### src/rtl/ram_stream_reader_if.sv
// Valid/ready word stream leaving ram_stream_reader; master is the reader, slave is the consumer.
// The oLast sideband exists only when STREAM_READER_LAST_EN is defined.
interface ram_stream_reader_if #(
    parameter int DATA_WIDTH = 32
);
    logic                  oValid;
    logic [DATA_WIDTH-1:0] oData;
    logic                  iReady;
`ifdef STREAM_READER_LAST_EN
    logic                  oLast;
`endif

    modport master (
        output oValid,
        output oData,
        input  iReady
`ifdef STREAM_READER_LAST_EN
        , output oLast
`endif
    );

    modport slave (
        input  oValid,
        input  oData,
        output iReady
`ifdef STREAM_READER_LAST_EN
        , input  oLast
`endif
    );
endinterface

### src/rtl/ram_stream_reader.sv
// Reads iLength consecutive words from a 1-cycle-latency RAM and streams them through a 3-entry skid FIFO.
// Optional macro STREAM_READER_LAST_EN adds stream.oLast, flagging the final word of a transfer.
module ram_stream_reader #(
    parameter int DATA_WIDTH = 32,
    parameter int ADDR_WIDTH = 16,
    parameter int LEN_WIDTH  = 16
) (
    input  logic                  Clock,
    input  logic                  Reset,
    input  logic                  iStart,
    input  logic [ADDR_WIDTH-1:0] iBaseAddress,
    input  logic [LEN_WIDTH-1:0]  iLength,
    output logic                  oBusy,
    output logic                  oDone,
    output logic [ADDR_WIDTH-1:0] oReadAddress,
    input  logic [DATA_WIDTH-1:0] iReadData,
    ram_stream_reader_if.master   stream
);

    typedef enum logic [1:0] {IDLE, RUN, DRAIN, DONE} state_t;

    state_t                state, stateNext;
    logic [LEN_WIDTH-1:0]  length, issued, delivered;
    logic                  issuedPrev;
    logic [DATA_WIDTH-1:0] fifoMem [3];
    logic [1:0]            rdPtr, wrPtr, fifoCount;
    logic [2:0]            occupancy;
    logic                  issue, pop, lastPop;

    // A read may only issue if its data is guaranteed a FIFO slot, counting the read still in flight.
    always_comb begin
        occupancy = {1'b0, fifoCount} + {2'b00, issuedPrev};
        issue     = (state == RUN) && (issued != length) && (occupancy < 3'd3);
        pop       = (fifoCount != 2'd0) && stream.iReady;
        lastPop   = pop && ((delivered + LEN_WIDTH'(1)) == length);
    end

    always_comb begin
        stateNext = state;
        case (state)
            IDLE:    if (iStart) stateNext = (iLength == '0) ? DONE : RUN;
            RUN:     if (issued == length) stateNext = DRAIN;
            DRAIN:   if (lastPop || (delivered == length)) stateNext = DONE;
            DONE:    stateNext = IDLE;
            default: stateNext = IDLE;
        endcase
    end

    always_ff @(posedge Clock) begin
        if (Reset) begin
            state <= IDLE;
        end else begin
            state <= stateNext;
        end
    end

    // Transfer bookkeeping; an accepted start restarts every counter and the address.
    always_ff @(posedge Clock) begin
        if (Reset) begin
            length       <= '0;
            issued       <= '0;
            delivered    <= '0;
            issuedPrev   <= 1'b0;
            oReadAddress <= '0;
        end else begin
            issuedPrev <= issue;
            if (state == IDLE && iStart) begin
                length       <= iLength;
                issued       <= '0;
                delivered    <= '0;
                oReadAddress <= iBaseAddress;
            end else begin
                if (issue) begin
                    issued       <= issued + LEN_WIDTH'(1);
                    oReadAddress <= oReadAddress + ADDR_WIDTH'(1);
                end
                if (pop) delivered <= delivered + LEN_WIDTH'(1);
            end
        end
    end

    // Skid FIFO: RAM data lands one cycle after its issue; reset drops anything still in flight.
    always_ff @(posedge Clock) begin
        if (Reset) begin
            for (int i = 0; i < 3; i++) fifoMem[i] <= '0;
            rdPtr     <= 2'd0;
            wrPtr     <= 2'd0;
            fifoCount <= 2'd0;
        end else begin
            if (issuedPrev) begin
                fifoMem[wrPtr] <= iReadData;
                wrPtr          <= (wrPtr == 2'd2) ? 2'd0 : wrPtr + 2'd1;
            end
            if (pop) rdPtr <= (rdPtr == 2'd2) ? 2'd0 : rdPtr + 2'd1;
            case ({issuedPrev, pop})
                2'b10:   fifoCount <= fifoCount + 2'd1;
                2'b01:   fifoCount <= fifoCount - 2'd1;
                default: fifoCount <= fifoCount;
            endcase
        end
    end

    always_comb begin
        oBusy         = (state != IDLE);
        oDone         = (state == DONE);
        stream.oValid = (fifoCount != 2'd0);
        stream.oData  = fifoMem[rdPtr];
`ifdef STREAM_READER_LAST_EN
        stream.oLast  = (fifoCount != 2'd0) && ((delivered + LEN_WIDTH'(1)) == length);
`endif
    end

endmodule

### src/flat_wrapper.sv
// flat-port wrapper written by rule: the top's interface ports become plain ports
module ram_stream_reader_flat 
#(
    parameter int DATA_WIDTH = 32,
    parameter int ADDR_WIDTH = 16,
    parameter int LEN_WIDTH  = 16
)
  (Clock, Reset, iStart, iBaseAddress, iLength, oBusy, oDone, oReadAddress, iReadData, stream_oValid, stream_oData, stream_iReady);
  ram_stream_reader_if #(.DATA_WIDTH(DATA_WIDTH)) stream_i ();
  input  logic Clock;
  input  logic Reset;
  input  logic iStart;
  input  logic [ADDR_WIDTH-1:0] iBaseAddress;
  input  logic [LEN_WIDTH-1:0] iLength;
  output logic oBusy;
  output logic oDone;
  output logic [ADDR_WIDTH-1:0] oReadAddress;
  input  logic [DATA_WIDTH-1:0] iReadData;
  output wire logic [$bits(stream_i.oValid)-1:0] stream_oValid;
  output wire logic [$bits(stream_i.oData)-1:0] stream_oData;
  input wire logic [$bits(stream_i.iReady)-1:0] stream_iReady;
  assign stream_oValid = stream_i.oValid;
  assign stream_oData = stream_i.oData;
  assign stream_i.iReady = stream_iReady;
  ram_stream_reader #(.DATA_WIDTH(DATA_WIDTH), .ADDR_WIDTH(ADDR_WIDTH), .LEN_WIDTH(LEN_WIDTH)) u_core (.Clock(Clock), .Reset(Reset), .iStart(iStart), .iBaseAddress(iBaseAddress), .iLength(iLength), .oBusy(oBusy), .oDone(oDone), .oReadAddress(oReadAddress), .iReadData(iReadData), .stream(stream_i));
endmodule
### config.mk
export PLATFORM = sky130hd
export DESIGN_NAME = ram_stream_reader_flat
export DESIGN_NICKNAME = d
export VERILOG_FILES = /design/src/rtl/ram_stream_reader_if.sv /design/src/rtl/ram_stream_reader.sv /design/src/flat_wrapper.sv
export SDC_FILE = /design/constraint.sdc
export NUM_CORES = 1
export LEC_CHECK = 0
export CAP_MARGIN = 25
export CELL_PAD_IN_SITES_DETAIL_PLACEMENT = 0
export CELL_PAD_IN_SITES_GLOBAL_PLACEMENT = 1
export CORE_MARGIN = 2
export CORE_UTILIZATION = 30
export DETAILED_ROUTE_END_ITERATION = 6
export PLACE_DENSITY = 0.57
export SLEW_MARGIN = 20
export SYNTH_ARGS = -nofsm -noshare
export SYNTH_HDL_FRONTEND = slang
export SYNTH_SLANG_ARGS = --single-unit
### constraint.sdc
create_clock -name Clock -period 3.2 [get_ports Clock]
set_input_delay 0.8 -clock Clock [delete_from_list [all_inputs] [get_ports Clock]]
set_output_delay 0.8 -clock Clock [all_outputs]
set_load 0.03 [all_outputs]
==> flow_metrics.env, run 1 <==
export IMPL_fmax_mhz=354
export IMPL_arrival_ns=2.02
export IMPL_end_kind="primary output"
export IMPL_insertion_delay_ns=0.52
export IMPL_cp_depth=4
export IMPL_cts_hold_buf=0
export IMPL_setup_viol=0
export IMPL_h_tree_depth=1
export IMPL_ff2ff_setup_slack_ns=0.58
export IMPL_worst_path_buf_inv=3
export IMPL_post_place_ws_ns=0.335
export IMPL_synth_top_area_share=0.407
export IMPL_synth_ff_type="edfxtp_1"
export IMPL_netlist_top_cells_area="edfxtp_1 41%, dfxtp_1 16%, mux4_2 7.6%"
export IMPL_dieHeight_um=181
export IMPL_synth_fp_nets=875
export IMPL_wl_per_cell_um=17.8
export IMPL_start_util=0.307
export IMPL_drtIter0Drc=380
export IMPL_startpoint_type="flip-flop"
export IMPL_seq_area_um2=5350
export IMPL_worst_pin_slew_ns=0.801
export IMPL_ys_seq_area_frac=0.566
export IMPL_fin_worst_skew_ns=0.00882
export IMPL_cp_top_family="buffers and inverters"
export IMPL_whs_ns=0.495
export IMPL_clk_pin_slew_ns=0.06
export IMPL_design_core_area_um2=30700
export IMPL_die_x_um=181
export IMPL_yosys_cell_types_count=54
export IMPL_vias=6384
export IMPL_crit_reg2reg_launch="u_core.fifoCount[0]"
export IMPL_setup_slack_ns=0.375
export IMPL_port_buffers=118
export IMPL_p_per_area_nw_per_um2=655
export IMPL_synthArstFlopShare=0
export IMPL_grt_util_all_layers=0.146
export IMPL_yosysWarnings=0
export IMPL_min_path_cells=2
export IMPL_clk_path_buf_depth=3
export IMPL_peakVddDrop_mv=0.353
export IMPL_hold_class="flip-flop to flip-flop"
export IMPL_p_leak_nw=4.16
export IMPL_worstPathMaxFanout=4
export IMPL_numClockSinks=203
export IMPL_drv_cap=0
export IMPL_ant_nets=0
export IMPL_avgViaCountPerCell=4.79
export IMPL_finalSetupTns_ns=0
export IMPL_rows=64
export IMPL_finalCritPeriodShare=0.883
export IMPL_gp_congestion=0.757
export IMPL_multi_input_area_um2=3870
export IMPL_num_fill_cells=3044
export IMPL_path_cells="inv_1 > ha_1 > inv_1 > clkdlybuf4s50_1"
export IMPL_gr_total_overflow=0
export IMPL_synthCells=796
export IMPL_hpwl_mm=16.1
export IMPL_required_ns=2.40
export IMPL_synth_edf_count=128
export IMPL_grt_antenna_before_repair=1
export IMPL_syn_area_um2=9440
export IMPL_final_common_cell="edfxtp_1"
export IMPL_grt_first_pass_wirelength_mm=38.0
export IMPL_drc=0
export IMPL_path_class="flip-flop to primary output"
export IMPL_layout_common_cells="128 x edfxtp_1, 97 x and2_1, 85 x clkdlybuf4s50_1, 74 x nand2_1, 74 x dfxtp_1"
export IMPL_finalHoldViolCount=0
export IMPL_io_pins=119
export IMPL_rsz0062_at_grt="false"
export IMPL_grt_pass1_vias=6641
export IMPL_clockRootBuffer="clkbuf_16"
export IMPL_outcome="complete, no violations"
export IMPL_worstHoldStart="u_core.rdPtr[1]"
export IMPL_cp_slowest_cell="clkdlybuf4s50_1"
export IMPL_avgSynthCellArea_um2=11.9
export IMPL_drive_above_1_share=0.148
export IMPL_rr_worst_depth=7
export IMPL_dr_pass1_iters=4
export IMPL_die_area_um2=32900
export IMPL_cts_tree="done"
export IMPL_nets=998
export IMPL_fin_crit_ns=2.82
export IMPL_r2r_end="u_core.oReadAddress[13]"
export IMPL_cp_slowest_stage_delay_ns=0.69
export IMPL_synth_seq_cells=203
export IMPL_crit_top_cell="inv_1"
export IMPL_drv_slew=0
export IMPL_relSlewSlack=0.461
export IMPL_cts_repair_resize_count=0
export IMPL_area_delta_synth_final_pct=25.4
export IMPL_finalWirelength_mm=23.8
export IMPL_postCtsSetupRepairBufs=0
export IMPL_grt_max_degree=40
export IMPL_numCtsBuffers=24
export IMPL_synth_top_area_cell="edfxtp_1"
export IMPL_p_total_mw=7.76
==> registers in the layout, indices dropped and copies added (netlist names), named ones only <==
| register | flops |
|---|---|
| u_core.fifoMem | 128 |
| u_core.delivered | 16 |
| u_core.issued | 16 |
| u_core.length | 16 |
| u_core.oReadAddress | 16 |
| u_core.fifoCount | 2 |
| u_core.rdPtr | 2 |
| u_core.state | 2 |
| u_core.wrPtr | 2 |
| u_core.issuedPrev | 1 |
==> area by class of cell <==
| cell class | count | area share |
|---|---|---|
| sequential | 203 | 0.452 |
| inverter | 12 | 0.00381 |
| antenna | 1 | 0.000211 |
| timing repair buffer | 143 | 0.113 |
| multi-input combinational | 535 | 0.327 |
| clock buffer | 36 | 0.0573 |
| tap | 396 | 0.0419 |
| clock inverter | 8 | 0.00486 |
==> metal layers <==
layer / vias up / wire [um] / track usage
met5: - / 0 / 0
met4: 0 / 342 / 0.0293
met2: 146 / 11000 / 0.237
met3: 25 / 1160 / 0.0265
li1: 3127 / - / -
met1: 3086 / 11300 / 0.204
==> kinds of logic after synthesis <==
kind of cell,share of synthesized area
buf+inv,0.0249
simple gates,0.189
xor+xnor,0.0742
mux,0.0779
compound gates,0.0528
flops,0.566
fa+ha+maj,0.0146
==> tightest hold or removal path, cell delays in order, from the launching register on <==
cell	delay, ns
dfxtp_1	0.32
nand2_1	0.06
a21oi_1	0.07
==> Yosys cell counts (all sizes together), types with 2 or more instances <==
| cell | instances |
|---|---|
| nand4b | 2 |
| or2 | 6 |
| clkbuf | 34 |
| nand2 | 74 |
| nand4 | 13 |
| or3 | 7 |
| nand3 | 16 |
| a32oi | 2 |
| a311oi | 3 |
| edfxtp | 128 |
| or4 | 2 |
| xnor2 | 48 |
| buf | 12 |
| and3 | 12 |
| and2 | 97 |
| dfxtp | 75 |
| and4 | 7 |
| xor2 | 32 |
| a211oi | 13 |
| inv | 11 |
| nor4 | 13 |
| o21ai | 13 |
| nor2 | 58 |
| a21oi | 35 |
| nor4b | 5 |
| ha | 11 |
| nor3 | 15 |
| o41ai | 2 |
| nand3b | 2 |
| mux4 | 32 |
| o22ai | 2 |
==> report_power, final <==
| part | internal [mW] | total (mW) | switching (mW) |
|---|---|---|---|
| clock network | 1.47 | 2.54 | 1.06 |
| registers | 3.02 | 3.21 | 0.196 |
| logic | 0.853 | 2.01 | 1.16 |
| total | 5.34 | 7.76 | 2.42 |
==> through the flow <==
step	cell area [um2]	instances	util
finish	11800	1334	0.385
global route	11800	1333	0.385
CTS	11800	1333	0.385
detailed placement	11100	1289	0.361
global placement	11100	1289	0.361
floorplan	9440	796	-
==> worst max-delay path by stage <==
stage	from	end	slack, ns
final	u_core.state[0]	oBusy	0.38
after global routing	u_core.state[0]	oBusy	0.23
after CTS	flip-flop	stream_oData[31]	0.32
after detailed placement	stream_iReady	u_core.state[1]	0.33
after global placement	stream_iReady	u_core.state[1]	0.34
after floorplan	flip-flop	stream_oData[10]	0.67
(Power assumes the default switching activity.)
==> run 2: changes to the inputs <==
--- a/config.mk
+++ b/config.mk
@@ -5,7 +5,7 @@
 export SDC_FILE = /design/constraint.sdc
 export NUM_CORES = 1
 export LEC_CHECK = 0
-export CAP_MARGIN = 25
+export CAP_MARGIN = 20
 export CELL_PAD_IN_SITES_DETAIL_PLACEMENT = 0
 export CELL_PAD_IN_SITES_GLOBAL_PLACEMENT = 1
 export CORE_MARGIN = 2
==> results of run 2 <==
No change in the layout: final DEF, timing and power equal those of run 1.
